--- config.mk ---
export PLATFORM = sky130hd
export DESIGN_NAME = kyber_barrett_reduce_flat
export DESIGN_NICKNAME = d
export VERILOG_FILES = /design/src/rtl/kyber_pkg.sv /design/src/rtl/kyber_barrett_reduce_if.sv /design/src/rtl/kyber_cond_sub.sv /design/src/rtl/kyber_barrett_reduce.sv /design/src/flat_wrapper.sv
export SDC_FILE = /design/constraint.sdc
export NUM_CORES = 1
export LEC_CHECK = 0
export ABC_CLOCK_PERIOD_IN_PS = 4400
export BUFFER_PORTS_ARGS = -buffer_cell sky130_fd_sc_hd__buf_2
export CAP_MARGIN = 20
export CORE_ASPECT_RATIO = 0.9
export CORE_MARGIN = 4
export CORE_UTILIZATION = 45
export DETAILED_ROUTE_END_ITERATION = 6
export GPL_ROUTABILITY_DRIVEN = 0
export HOLD_SLACK_MARGIN = 0.05
export PLACE_DENSITY = 0.62
export SKIP_CTS_REPAIR_TIMING = 1
export SYNTH_ARGS = -nofsm -noshare
export SYNTH_HDL_FRONTEND = slang
export SYNTH_SLANG_ARGS = --single-unit
export TNS_END_PERCENT = 100
--- constraint.sdc ---
create_clock -name clk -period 4.4 [get_ports clk]
set_input_delay 0 -clock clk [delete_from_list [all_inputs] [get_ports clk]]
set_output_delay 0 -clock clk [all_outputs]
set_load 0.005 [all_outputs]
--- src/rtl/kyber_pkg.sv ---
// Shared Kyber arithmetic constants and coefficient type, reused by the NTT
// controller, the modular add/sub stages and the Barrett reducer.
package kyber_pkg;

  localparam int KYBER_Q   = 3329;
  localparam int BARRETT_K = 24;
  localparam int BARRETT_M = (2 ** BARRETT_K) / KYBER_Q;  // 5039

  typedef logic [11:0] coeff_t;

endpackage

--- src/rtl/kyber_barrett_reduce_if.sv ---
// Valid/ready stream bundle around the Barrett reducer: product in, coefficient
// out, plus the multiplier clock enable that mirrors in_ready.
interface kyber_barrett_reduce_if #(
  parameter int W_IN  = 24,
  parameter int W_OUT = 12
) ();

  logic             in_valid;
  logic [W_IN-1:0]  in_data;
  logic             in_ready;
  logic             mult_ce;
  logic             out_valid;
  logic [W_OUT-1:0] out_data;
  logic             out_ready;

  modport master (
    output in_valid, in_data, out_ready,
    input  in_ready, mult_ce, out_valid, out_data
  );

  modport slave (
    input  in_valid, in_data, out_ready,
    output in_ready, mult_ce, out_valid, out_data
  );

endinterface

--- src/rtl/kyber_cond_sub.sv ---
// Final correction step shared by modular add/sub and reduction:
// maps r in [0, 2Q) to r mod Q.
module kyber_cond_sub
  import kyber_pkg::*;
#(
  parameter int Q = KYBER_Q
) (
  input  logic [12:0] r,
  output coeff_t      y
);

  always_comb begin
    y = r[11:0];
    if (r >= 13'(Q)) begin
      y = 12'(r - 13'(Q));
    end
  end

endmodule

--- src/rtl/kyber_barrett_reduce.sv ---
// Three-stage Barrett reducer: 24-bit product in, canonical coefficient mod Q out.
// The pipeline is a rigid shift that freezes as a whole while the output is stalled.
module kyber_barrett_reduce
  import kyber_pkg::*;
#(
  parameter int Q     = KYBER_Q,
  parameter int W_IN  = BARRETT_K,
  parameter int W_OUT = 12
) (
  input  logic                  clk,
  input  logic                  rst_n,
  kyber_barrett_reduce_if.slave bus
);

  localparam int unsigned M_VAL = (2 ** W_IN) / Q;
  localparam int          T_W   = $clog2(M_VAL + 1);
  localparam int          P_W   = W_IN + T_W;
  localparam int          R_W   = W_OUT + 1;

  // Quotient estimate t = floor(x*M / 2^k); never exceeds the true quotient by more than 0
  // and undershoots it by at most 1, so x - t*Q lies in [0, 2Q).
  function automatic logic [T_W-1:0] barrett_quot(input logic [W_IN-1:0] x);
    return T_W'((P_W'(x) * P_W'(M_VAL)) >> W_IN);
  endfunction

  // Since the remainder is below 2Q < 2^R_W, the low R_W bits of the difference are exact.
  function automatic logic [R_W-1:0] barrett_rem(input logic [R_W-1:0] x_lo,
                                                 input logic [T_W-1:0] t);
    return x_lo - R_W'(int'(t) * Q);
  endfunction

  logic             stall;
  logic             accept;

  logic             vld_p0;
  logic [R_W-1:0]   x_p0;
  logic [T_W-1:0]   t_p0;
  logic             vld_p1;
  logic [R_W-1:0]   r_p1;
  logic             vld_p2;
  logic [W_OUT-1:0] y_p2;
  coeff_t           y_nxt;

  assign stall  = vld_p2 & ~bus.out_ready;
  assign accept = bus.in_valid & ~stall;

  kyber_cond_sub #(.Q(Q)) u_cond_sub (
    .r (r_p1),
    .y (y_nxt)
  );

  always_ff @(posedge clk or negedge rst_n) begin
    if (!rst_n) begin
      vld_p0 <= 1'b0;
      x_p0   <= '0;
      t_p0   <= '0;
      vld_p1 <= 1'b0;
      r_p1   <= '0;
      vld_p2 <= 1'b0;
      y_p2   <= '0;
    end else if (!stall) begin
      // p0: accept product, form quotient estimate
      vld_p0 <= accept;
      x_p0   <= bus.in_data[R_W-1:0];
      t_p0   <= barrett_quot(bus.in_data);
      // p1: partial remainder in [0, 2Q)
      vld_p1 <= vld_p0;
      r_p1   <= barrett_rem(x_p0, t_p0);
      // p2: canonical coefficient
      vld_p2 <= vld_p1;
      y_p2   <= W_OUT'(y_nxt);
    end
  end

  assign bus.in_ready  = ~stall;
  assign bus.mult_ce   = ~stall;
  assign bus.out_valid = vld_p2;
  assign bus.out_data  = y_p2;

endmodule

--- src/flat_wrapper.sv ---
// flat-port wrapper written by rule: the top's interface ports become plain ports
module kyber_barrett_reduce_flat import kyber_pkg::*;
#(
  parameter int Q     = KYBER_Q,
  parameter int W_IN  = BARRETT_K,
  parameter int W_OUT = 12
)
  (clk, rst_n, bus_in_valid, bus_in_data, bus_out_ready, bus_in_ready, bus_mult_ce, bus_out_valid, bus_out_data);
  kyber_barrett_reduce_if #(.W_IN(W_IN), .W_OUT(W_OUT)) bus_i ();
  input  logic clk;
  input  logic rst_n;
  input wire logic [$bits(bus_i.in_valid)-1:0] bus_in_valid;
  input wire logic [$bits(bus_i.in_data)-1:0] bus_in_data;
  input wire logic [$bits(bus_i.out_ready)-1:0] bus_out_ready;
  output wire logic [$bits(bus_i.in_ready)-1:0] bus_in_ready;
  output wire logic [$bits(bus_i.mult_ce)-1:0] bus_mult_ce;
  output wire logic [$bits(bus_i.out_valid)-1:0] bus_out_valid;
  output wire logic [$bits(bus_i.out_data)-1:0] bus_out_data;
  assign bus_i.in_valid = bus_in_valid;
  assign bus_i.in_data = bus_in_data;
  assign bus_i.out_ready = bus_out_ready;
  assign bus_in_ready = bus_i.in_ready;
  assign bus_mult_ce = bus_i.mult_ce;
  assign bus_out_valid = bus_i.out_valid;
  assign bus_out_data = bus_i.out_data;
  kyber_barrett_reduce #(.Q(Q), .W_IN(W_IN), .W_OUT(W_OUT)) u_core (.clk(clk), .rst_n(rst_n), .bus(bus_i));
endmodule
---- Yosys cells after proc, flatten, opt, wreduce, memory -nomap -nowiden ----
Cells that the tools add are included.
storage, ports and cells
  flip-flop bits (word level) ............. 54
  bits of input ports ..................... 28
  output and inout bits ................... 15
  logic and storage cells ................. 17
cells by class
  $add $sub $neg .......................... 2
  $mul .................................... 2
  $lt $le $gt $ge ......................... 1
  muxes and demuxes ....................... 1
  bitwise logic cells ..................... 4
operator list
  cell                                                                                    number
  24-bit by 13-bit multiplier with 37-bit output (second input constant)                  1
  13-bit by 12-bit greater-or-equal comparator with 1-bit output (second input constant)  1
  13-bit by 12-bit multiplier with 13-bit output (second input constant)                  1
  13-bit subtractor                                                                       1
  12-bit 2-to-1 mux                                                                       1
  12-bit subtractor (second input constant)                                               1
  1-bit AND                                                                               2
  1-bit NOT                                                                               2

---- Depth between registers and ports, before layout ----
Gate-level depths: netlist (run 1).
  depth after elaboration ................. 4
  depth in mapped cells ................... 19
  mapped depth without buffers ............ 19

---- Hierarchy ----
A second synthesis (run 1) with hierarchy kept.
second synthesis, totals
  cell total of the unflattened synthesis .. 873
  area, all modules ....................... 8703.3 um^2
modules (own cells, without submodules)
  module                times used  cells an instance  area each (um^2)  seq. area each (um^2)
  kyber_barrett_reduce  1           827                8345.5            1351.3
  kyber_cond_sub        1           46                 357.8             0.0

---- Least setup slack after synthesis (run 1) ----
No wires, ideal clock.
  kind .................................... input port to flip-flop
  from .................................... input port bus_in_data[11]
  to ...................................... register u_core.t_p0[12]
  library setup time ...................... 132 ps
  arrival ................................. 4577 ps
  data required time ...................... 4268 ps
  path slack .............................. -309 ps
  stages on the path ...................... 17
  buffers on the path ..................... 0
  cell sequence ........................... fa_1 -> fa_1 -> fa_1 -> fa_1 -> inv_1 -> fa_1 -> inv_1 -> ha_1 -> a211oi_1 -> and3_1 -> o31a_1 -> o311a_1 -> o21ai_2 -> a31oi_2 -> o31a_1 -> a211oi_1 -> a211oi_2
on the way
  word-level cells in the longest chain between the ends .. 1
RTL lines
  what                                            line                        RTL
  start: declaration                              flat_wrapper.sv:13          input wire logic [$bits(bus_i.in_data)-1:0] bus_in_data;
  24-bit by 13-bit multiplier with 37-bit output  kyber_barrett_reduce.sv:23  return T_W'((P_W'(x) * P_W'(M_VAL)) >> W_IN);
  end signal: assignment                          kyber_barrett_reduce.sv:65  t_p0 <= barrett_quot(bus.in_data);
  end: declaration                                kyber_barrett_reduce.sv:37  logic [T_W-1:0] t_p0;
No other way between the ends.
A chain may end at the register's enable or synchronous reset.

---- Worst setup path after layout (run 1) ----
  from .................................... input port bus_in_data[14]
  to ...................................... register u_core.t_p0[12]
Same word-level chain as after synthesis.

==> key figures, run 1 <==
Outcome
  – Outcome: finished, violations left
  – Failing checks: setup timing

Setup path
  – Cell mode on critical path: fa_1
  – Setup crit end kind: register
  – Worst path bufs/invs: 3
  – Crit-path slowest cell: fa_1
  – CP delay by family, top: adder cells
  – Worst EP required: ~4.6 ns
  – CP cell instances: buf_4, fa_1, fa_1, fa_1, fa_1, inv_1, fa_1, inv_2, ha_4, o211ai_1, o31a_1, o311a_1, o21ai_2, a31oi_4, o31a_1, a21o_1, a211oi_2
  – Worst setup path class: in2reg
  – Critical Path AT: between 4 and 5 ns
  – Worst setup SP type: input port
  – R2R cell count: 15
  – Critical path peak fanout: 4
  – R2R Setup Slk: about 0.34 ns
  – FF-to-FF Start: u_core.t_p0[0]$_DFFE_PN0N_
  – Worst path max stage delay: around 0.61 ns
  – Reg-to-Reg End: u_core.r_p1[12]$_DFFE_PN0N_

Yosys
  – Area contributors post-synth: fa_1, ha_1, dfrtp_1
  – Post-Syn Area: around 8500 um^2
  – Area leader, netlist: fa_1
  – Post-synth EDFFs: 0
  – Synth Warn #: 0
  – Syn avg cell area: slightly above 10 um^2
  – Synth top area share: between 30% and 40%
  – Synth Flop Type: dfrtp_1
  – Asr flop ratio synth: 100%
  – Synth Instances: 842
  – Most frequent cell after synthesis: inv_1
  – Register bit count reported by yosys: 54
  – Top post-synthesis cells by count: inv_1, ha_1, fa_1, nand2_1, dfrtp_1
  – Register area share after synthesis: about 16%
  – Synth unique cells: 47
  – Mapped Nets: 1161

Job
  – # Max-Cap Violations: 0

Route
  – DRT iter0 DRCs: between 200 and 250
  – Detailed-route wire length per cell: 14.0 um
  – Vias per Instance: between 4 and 5
  – # DRC: 0
  – Initial DRT Pass Iterations: 4
  – Detail Route Antenna Nets: 0
  – DRT Wirelength: between 15000 and 20000 um
  – Vias post-DR: about 6000

Clocking
  – Clock transition at path regs: 0.07 ns
  – Clock H-tree levels: 2
  – Max clock buf depth: 2
  – CTS Buf Count: 5
  – Clock root cell: clkbuf_16
  – CTS tree: yes
  – Clock Latency Late Sink: between 0.2 and 0.3 ns
  – Sinks on Clock Net: 54

Floorplanning
  – Die Ht: about 140 um
  – Initial Utilization: a little under half
  – Rows: between 40 and 50
  – DIE AREA: approximately 21000 um^2
  – Core area: around 18000 um^2
  – Die X: roughly 150 um
  – I/O pins: 43

Timing
  – Post-route clock period utilization: 108%
  – Final Hold Slack: 0.0907 ns
  – Min Tclk post-route: 4.74 ns
  – Worst Max-Slew Pin Slew: between 0.9 and 1 ns
  – RSZ-0062 raised after global routing: true
  – Slew HR: 34.4%
  – Final WS setup: -0.343 ns
  – Clk_skew: 0.00668 ns
  – Final Hold Viols: 0
  – Max Slew Vio Count: 0
  – # setup viols final: 7
  – Fmax: between 0.2 and 0.25 GHz
  – TNS Setup: -1.50 ns

Layout
  – Post-layout nets: between 1000 and 1500
  – Antenna Cells: 0
  – Sequential Area: approximately 1400 um^2
  – Multi-input combinational cell area: 6570 um^2
  – Fill count: approximately 1700
  – Share of layout cells above drive strength 1: between 10% and 20%
  – Area growth syn-to-layout: 19.6%
  – Final core occ: between 50% and 60%

Global routing
  – Total track usage: about 17%
  – Initial antenna violation count: 0
  – Largest net degree at the start of global routing: 63
  – Grt total ovfl: 0
  – Vias in the first global route: ~6000
  – First-pass GRT wire length: between 20000 and 30000 um

Min path
  – Worst hold start: bus_in_data[12]
  – End of the worst hold path: u_core.x_p0[12]$_DFFE_PN0N_
  – Worst hold stages: 4
  – Type of the most critical hold path: in2reg

Placed design
  – Worst slack, placed: -0.831 ns
  – Port-buffer cells: 42
  – DP HPWL: about 15000 um
[routing by layer]
layer / GRT usage, % / share of wire (%)
met2: 27.2 / 47
met5: 0 / 0
met1: 25.0 / 50
met3: 2.91 / 3.1
met4: 1.45 / 0.61
[cells in the final DEF, fill, tap and decap left out, drive strengths merged, types with 7 or more instances in the layout]
master / count
clkbuf: 8
xnor2: 29
o21a: 7
ha: 158
a21oi: 27
inv: 183
nor2: 39
a21o: 7
o21ai: 43
fa: 133
dfrtp: 54
buf: 143
nand2: 63
a211oi: 7
[cells by family after synthesis]
group | share of synthesized area (%)
AO/OA/AOI/OAI | 8.84
XOR/XNOR | 3.62
adder cells (fa/ha/maj) | 54.8
buffers and inverters | 8.74
flip-flops | 16.0
multiplexers | 0.370
AND/OR/NAND/NOR | 7.64
[stage by stage]
stage	instances	area, um^2
final	1229	10100
after global routing	1229	10100
after CTS	1220	9840
after detailed placement	1213	9710
after global placement	1213	9710
after floorplan	842	8490
[final cells by class]
| cell class | count | share of cell area (%) |
|---|---|---|
| Timing Repair Buffer | 148 | 10.6 |
| Multi-Input combinational cell | 592 | 64.9 |
| Clock buffer | 5 | 1.24 |
| Inverter | 183 | 6.79 |
| Tap cell | 245 | 3.03 |
| Clock inverter | 2 | 0.0989 |
| Sequential cell | 54 | 13.3 |
[flip-flops by register name (all words and copies together) (netlist names)]
| signal | cells |
|---|---|
| u_core.t_p0 | 13 |
| u_core.r_p1 | 13 |
| u_core.vld_p1 | 1 |
| u_core.x_p0 | 13 |
| u_core.bus.out_data | 12 |
| u_core.bus.out_valid | 1 |
| u_core.vld_p0 | 1 |
[worst min-delay path, stage by stage]
cell     delay (ns)
buf_12         0.09
buf_4          0.14
nand2_1        0.05
nand2_1        0.05
[worst max-delay path by stage]
| stage | depth (start not counted) | slack, ns | end | start |
|---|---|---|---|---|
| floorplan | 17 | -0.24 | u_core.t_p0[12]$_DFFE_PN0N_ | bus_in_data[13] |
| finish | 17 | -0.34 | u_core.t_p0[12]$_DFFE_PN0N_ | bus_in_data[14] |
| detailed placement | 18 | -0.83 | u_core.t_p0[10]$_DFFE_PN0N_ | bus_in_data[13] |
| global route | 16 | -0.48 | u_core.t_p0[12]$_DFFE_PN0N_ | bus_in_data[9] |
| CTS | 18 | -0.53 | u_core.t_p0[10]$_DFFE_PN0N_ | bus_in_data[13] |
| global placement | 18 | -0.80 | u_core.t_p0[10]$_DFFE_PN0N_ | bus_in_data[13] |
Power of run 1 is not shown: default switching activity piles up to over one toggle a cycle in this logic, so the estimate is an artifact.
==> run 2, diff against run 1 <==
--- a/config.mk
+++ b/config.mk
@@ -15,6 +15,7 @@
 export GPL_ROUTABILITY_DRIVEN = 0
 export HOLD_SLACK_MARGIN = 0.05
 export PLACE_DENSITY = 0.62
+export RECOVER_POWER = 25
 export SKIP_CTS_REPAIR_TIMING = 1
 export SYNTH_ARGS = -nofsm -noshare
 export SYNTH_HDL_FRONTEND = slang
==> run 2 against run 1 <==
  * The flow finishes with violations (capacitance limit, slew limit, setup timing)
  * Non-clock buffer count is the same
  * First-iteration DRC count shrank 1.8%
  * Clock-buffer cell count stayed put
  * Sequential cell count unchanged
  * Cell area about the same
  * Cell count unchanged
  * Via count unchanged
  * Sequential share of layout area is essentially flat
  * Wire length hardly changed
  * Global-route usage unchanged
==> key figures, run 2 (synthesized netlist as in run 1, its figures left out) <==
Outcome
  – Outcome: finished, violations left (unchanged)
  – Failing checks: capacitance limit, slew limit, setup timing (was setup timing)

Layout
  – Multi-input combinational cell area: 6570 um^2 (unchanged)
  – Fill count: 1677 (was 1672)
  – Commonest non-fill, non-tap cell in the layout: inv_1 (unchanged)
  – Commonest cells after routing, fill and taps aside: inv_1, ha_1, fa_1 (unchanged)
  – Antenna Cells: 0 (unchanged)
  – Sequential Area: 1350 um^2 (unchanged)
  – Post-layout nets: 1303 (unchanged)
  – Largest regs: u_core.r_p1: 13 flops, u_core.t_p0: 13 flops, u_core.x_p0: 13 flops (unchanged)
  – Share of layout cells above drive strength 1: 19.3% (was 19.8%)
  – Area growth syn-to-layout: 19.5% (was 19.6%)
  – Final core occ: 55.0% (about the same)

Route
  – Detailed-route wire length per cell: 14.0 um (about the same)
  – Vias per Instance: 4.77 (unchanged)
  – Vias post-DR: 5861 (unchanged)
  – Detail Route Antenna Nets: 0 (unchanged)
  – DRT Wirelength: 17200 um (about the same)
  – DRT iter0 DRCs: 216 (was 220)
  – # DRC: 0 (unchanged)
  – Initial DRT Pass Iterations: 4 (unchanged)

Floorplanning
  – Core area: 18400 um^2 (unchanged)
  – I/O pins: 43 (unchanged)
  – Initial Utilization: 46.0% (unchanged)
  – DIE AREA: 21100 um^2 (unchanged)
  – Die X: 153 um (unchanged)
  – Die Ht: 138 um (unchanged)
  – Rows: 47 (unchanged)

Global routing
  – Initial antenna violation count: 0 (unchanged)
  – Vias in the first global route: 5950 (unchanged)
  – Largest net degree at the start of global routing: 63 (unchanged)
  – Grt total ovfl: 0 (unchanged)
  – Total track usage: 16.8% (unchanged)
  – First-pass GRT wire length: 29500 um (unchanged)

Timing
  – Post-route clock period utilization: 108% (about the same)
  – Worst Max-Slew Pin Slew: 2.87 ns (was 0.983 ns)
  – Slew HR: -91.4% (was 34.4%)
  – Final WS setup: -0.343 ns (about the same)
  – Fmax: 0.211 GHz (unchanged)
  – Clk_skew: 0.00676 ns (was 0.00668 ns)
  – RSZ-0062 raised after global routing: true (unchanged)
  – # setup viols final: 7 (unchanged)
  – TNS Setup: -1.50 ns (about the same)
  – Final Hold Viols: 0 (unchanged)
  – Max Slew Vio Count: 55 (was 0)
  – Min Tclk post-route: 4.74 ns (about the same)

Clocking
  – Sinks on Clock Net: 54 (unchanged)
  – Max clock buf depth: 2 (unchanged)
  – CTS Buf Count: 5 (unchanged)
  – Clock Latency Late Sink: 0.29 ns (about the same)
  – CTS tree: yes (unchanged)
  – Clock root cell: clkbuf_16 (unchanged)
  – Clock H-tree levels: 2 (unchanged)
  – Clock transition at path regs: 0.07 ns (about the same)

Setup path
  – R2R cell count: 15 (unchanged)
  – Worst EP required: 4.60 ns (about the same)
  – Setup crit end kind: register (unchanged)
  – Critical path peak fanout: 4 (unchanged)
  – Critical Path AT: 4.94 ns (about the same)
  – Worst setup SP type: input port (unchanged)
  – Worst setup path class: in2reg (unchanged)

Min path
  – Type of the most critical hold path: in2reg (unchanged)
  – Worst hold stages: 4 (unchanged)

Placed design
  – DP HPWL: 14900 um (unchanged)
  – Port-buffer cells: 42 (unchanged)
  – Worst slack, placed: -0.831 ns (unchanged)

Job
  – # Max-Cap Violations: 1 (was 0)
==> run 2: cell type report <==
cell class / count / share of cell area, %
multi-input combinational: 592 / 64.9
tap: 245 / 3.03
timing repair buffer: 148 / 10.6
sequential: 54 / 13.4
inverter: 183 / 6.79
clock buffer: 5 / 1.24
clock inverter: 2 / 0.0990
==> run 2: final timing paths <==
check / start / endpoint / slack [ns]
max: bus_in_data[14] / u_core.t_p0[12]$_DFFE_PN0N_ / -0.34
min: bus_in_data[12] / u_core.x_p0[12]$_DFFE_PN0N_ / 0.09
max reg2reg: u_core.t_p0[0]$_DFFE_PN0N_ / u_core.r_p1[12]$_DFFE_PN0N_ / 0.34
min reg2reg: u_core.vld_p1$_DFFE_PN0N_ / u_core.vld_p1$_DFFE_PN0N_ / 0.46
max in group asynchronous: rst_n / u_core.x_p0[7]$_DFFE_PN0N_ / 1.51
min in group asynchronous: rst_n / u_core.bus.out_data[8]$_DFFE_PN0N_ / 1.27
==> run 2: worst max-delay path, cell delays in order <==
cell and delay, ns:
buf_4 0.14, fa_1 0.52, fa_1 0.61, fa_1 0.45, fa_1 0.55, inv_1 0.05, fa_1 0.49, inv_2 0.05
ha_4 0.29, o211ai_1 0.09, o31a_1 0.27, o311a_1 0.39, o21ai_2 0.22, a31oi_4 0.12, o31a_1 0.30, a21o_1 0.18
a211oi_2 0.20
==> run 2: through the flow <==
stage	area [um^2]	std cells	hold WS (ns)
2_1_floorplan	8490	842	-0.296
3_5_place_dp	9710	1213	0.176
5_1_grt	10100	1229	0.116
3_3_place_gp	9710	1213	0.180
6_report	10100	1229	0.0907
4_1_cts	9840	1220	-0.126
==> run 2: per-layer routing <==
layer  global-route usage, %  routed length (um)  vias up
met1                    25.0                8540     2804
met4                    1.45                 105        0
met2                    27.2                8020       73
met3                    2.91                 540        9
met5                       0                   0        -
li1                        -                   -     2975
Power of run 2 is left out for the same reason.
==> run 3, diff against run 2 <==
==> constraint.sdc (replaced) <==
create_clock -name clk -period 4.4 [get_ports clk]
set_input_delay 0.66 -clock clk [delete_from_list [all_inputs] [get_ports clk]]
set_output_delay 0.66 -clock clk [all_outputs]
set_load 0.005 [all_outputs]
==> run 3 against run 2 <==
  * The run still ends with capacitance limit, slew limit, setup timing left
  * Register-to-register slack lost 0.02 ns
  * Die area did not move
  * Via count increased by 1.8%
  * Hold slack improved by 0.37 ns
  * Global-route usage grew 0.23 points
  * Cell count grew 1.8%
==> key figures, run 3 (synthesized netlist as in run 1, its figures left out) <==
Setup path
  – Reg-to-Reg End: u_core.r_p1[12]$_DFFE_PN0N_ (unchanged)
  – Worst setup path class: in2reg (unchanged)
  – FF-to-FF Start: u_core.t_p0[0]$_DFFE_PN0N_ (unchanged)
  – Critical path peak fanout: 5 (was 4)
  – Worst EP required: 4.61 ns (was 4.60 ns)
  – R2R cell count: 15 (unchanged)
  – R2R Setup Slk: 0.32 ns (was 0.34 ns)
  – Worst setup SP type: input port (unchanged)
  – Critical Path AT: 5.47 ns (was 4.94 ns)
  – Setup crit end kind: register (unchanged)

Clocking
  – CTS Buf Count: 5 (unchanged)
  – Sinks on Clock Net: 54 (unchanged)
  – Clock H-tree levels: 2 (unchanged)
  – Max clock buf depth: 2 (unchanged)
  – CTS tree: yes (unchanged)
  – Clock root cell: clkbuf_16 (unchanged)
  – Clock Latency Late Sink: 0.29 ns (about the same)
  – Clock transition at path regs: 0.07 ns (about the same)

Timing
  – Worst Max-Slew Pin Slew: 2.89 ns (was 2.87 ns)
  – Fmax: 0.190 GHz (was 0.211 GHz)
  – Max Slew Vio Count: 55 (unchanged)
  – Final Hold Viols: 0 (unchanged)
  – Clk_skew: 0.00480 ns (was 0.00676 ns)
  – TNS Setup: -7.23 ns (was -1.50 ns)
  – Min Tclk post-route: 5.26 ns (was 4.74 ns)
  – # setup viols final: 13 (was 7)
  – Slew HR: -93.0% (was -91.4%)
  – Final WS setup: -0.861 ns (was -0.343 ns)
  – Post-route clock period utilization: 120% (was 108%)
  – RSZ-0062 raised after global routing: true (unchanged)

Min path
  – End of the worst hold path: u_core.bus.out_valid$_DFFE_PN0N_ (was u_core.x_p0[12]$_DFFE_PN0N_)
  – Type of the most critical hold path: reg2reg (was in2reg)
  – Worst hold stages: 1 (was 4)
  – Worst hold start: u_core.vld_p1$_DFFE_PN0N_ (was bus_in_data[12])

Route
  – DRT iter0 DRCs: 208 (was 216)
  – # DRC: 0 (unchanged)
  – Detailed-route wire length per cell: 14.0 um (about the same)
  – Detail Route Antenna Nets: 0 (unchanged)
  – DRT Wirelength: 17600 um (was 17200 um)
  – Initial DRT Pass Iterations: 4 (unchanged)
  – Vias post-DR: 5965 (was 5861)
  – Vias per Instance: 4.77 (about the same)

Global routing
  – Total track usage: 17.0% (was 16.8%)
  – Initial antenna violation count: 0 (unchanged)
  – First-pass GRT wire length: 30000 um (was 29500 um)
  – Vias in the first global route: 6068 (was 5950)
  – Grt total ovfl: 0 (unchanged)
  – Largest net degree at the start of global routing: 55 (was 63)

Floorplanning
  – Initial Utilization: 46.0% (unchanged)
  – I/O pins: 43 (unchanged)
  – DIE AREA: 21100 um^2 (unchanged)
  – Die Ht: 138 um (unchanged)
  – Core area: 18400 um^2 (unchanged)
  – Rows: 47 (unchanged)
  – Die X: 153 um (unchanged)

Placed design
  – DP HPWL: 15400 um (was 14900 um)
  – Port-buffer cells: 42 (unchanged)

Layout
  – Share of layout cells above drive strength 1: 23.6% (was 19.3%)
  – Fill count: 1592 (was 1677)
  – Largest regs: u_core.r_p1: 13 flops, u_core.t_p0: 13 flops, u_core.x_p0: 13 flops (unchanged)
  – Antenna Cells: 0 (unchanged)
  – Area growth syn-to-layout: 23.6% (was 19.5%)
  – Commonest non-fill, non-tap cell in the layout: inv_1 (unchanged)
  – Post-layout nets: 1325 (was 1303)
  – Commonest cells after routing, fill and taps aside: inv_1, ha_1, buf_4 (was inv_1, ha_1, fa_1)

Outcome
  – Outcome: finished, violations left (unchanged)
  – Failing checks: capacitance limit, slew limit, setup timing (unchanged)

Job
  – # Max-Cap Violations: 1 (unchanged)
## run 3: through the flow
stage	hold WS, ns	worst slack [ns]	std cells	cell area, um^2	utilization (%)
5_1_grt	0.484	-0.989	1251	10500	56.8
4_1_cts	0.466	-0.966	1244	10100	55.0
6_report	0.462	-0.861	1251	10500	56.8
3_3_place_gp	0.443	-1.21	1237	9950	54.1
3_5_place_dp	0.449	-1.26	1237	9950	54.1
2_1_floorplan	0.364	-0.893	842	8560	-
## run 3: how the worst max path moves through the flow
stage | end | slack (ns) | start | depth (start not counted)
floorplan | u_core.t_p0[12]$_DFFE_PN0N_ | -0.89 | bus_in_data[13] | 17
global placement | u_core.t_p0[12]$_DFFE_PN0N_ | -1.21 | bus_in_data[13] | 18
detailed placement | u_core.t_p0[12]$_DFFE_PN0N_ | -1.26 | bus_in_data[13] | 18
CTS | u_core.t_p0[12]$_DFFE_PN0N_ | -0.97 | bus_in_data[13] | 18
global route | u_core.t_p0[12]$_DFFE_PN0N_ | -0.99 | bus_in_data[14] | 17
finish | u_core.t_p0[12]$_DFFE_PN0N_ | -0.86 | bus_in_data[11] | 18
## run 3: worst max-delay path: stages
cell and delay [ns]:
buf_6 0.11, fa_1 0.52, fa_1 0.55, fa_1 0.44, fa_1 0.51, inv_1 0.05, fa_1 0.49, inv_2 0.05
ha_4 0.27, a211oi_2 0.06, and3_1 0.15, o31a_1 0.25, o311a_1 0.33, o21ai_2 0.22, a31oi_4 0.12, o31a_1 0.30
a21o_1 0.20, a211oi_2 0.18
## run 3: layout make-up
cell class	instances	area, um^2	share of cell area (%)
timing repair buffer	170	1270	12.2
inverter	183	687	6.57
clock inverter	1	30.0	0.287
sequential	54	1350	12.9
multi-input combinational	592	6680	63.8
tap	245	307	2.93
clock buffer	6	139	1.33
## run 3: layer usage
metal  GRT usage (%)  vias to the layer above  share of wire, %
met5               0                        -                 0
met4            1.50                        0              0.48
met3            1.63                        7               2.4
met2            27.8                       55                47
met1            26.0                     2888                50
li1                -                     3015                 -
Power of run 3 is left out for the same reason.
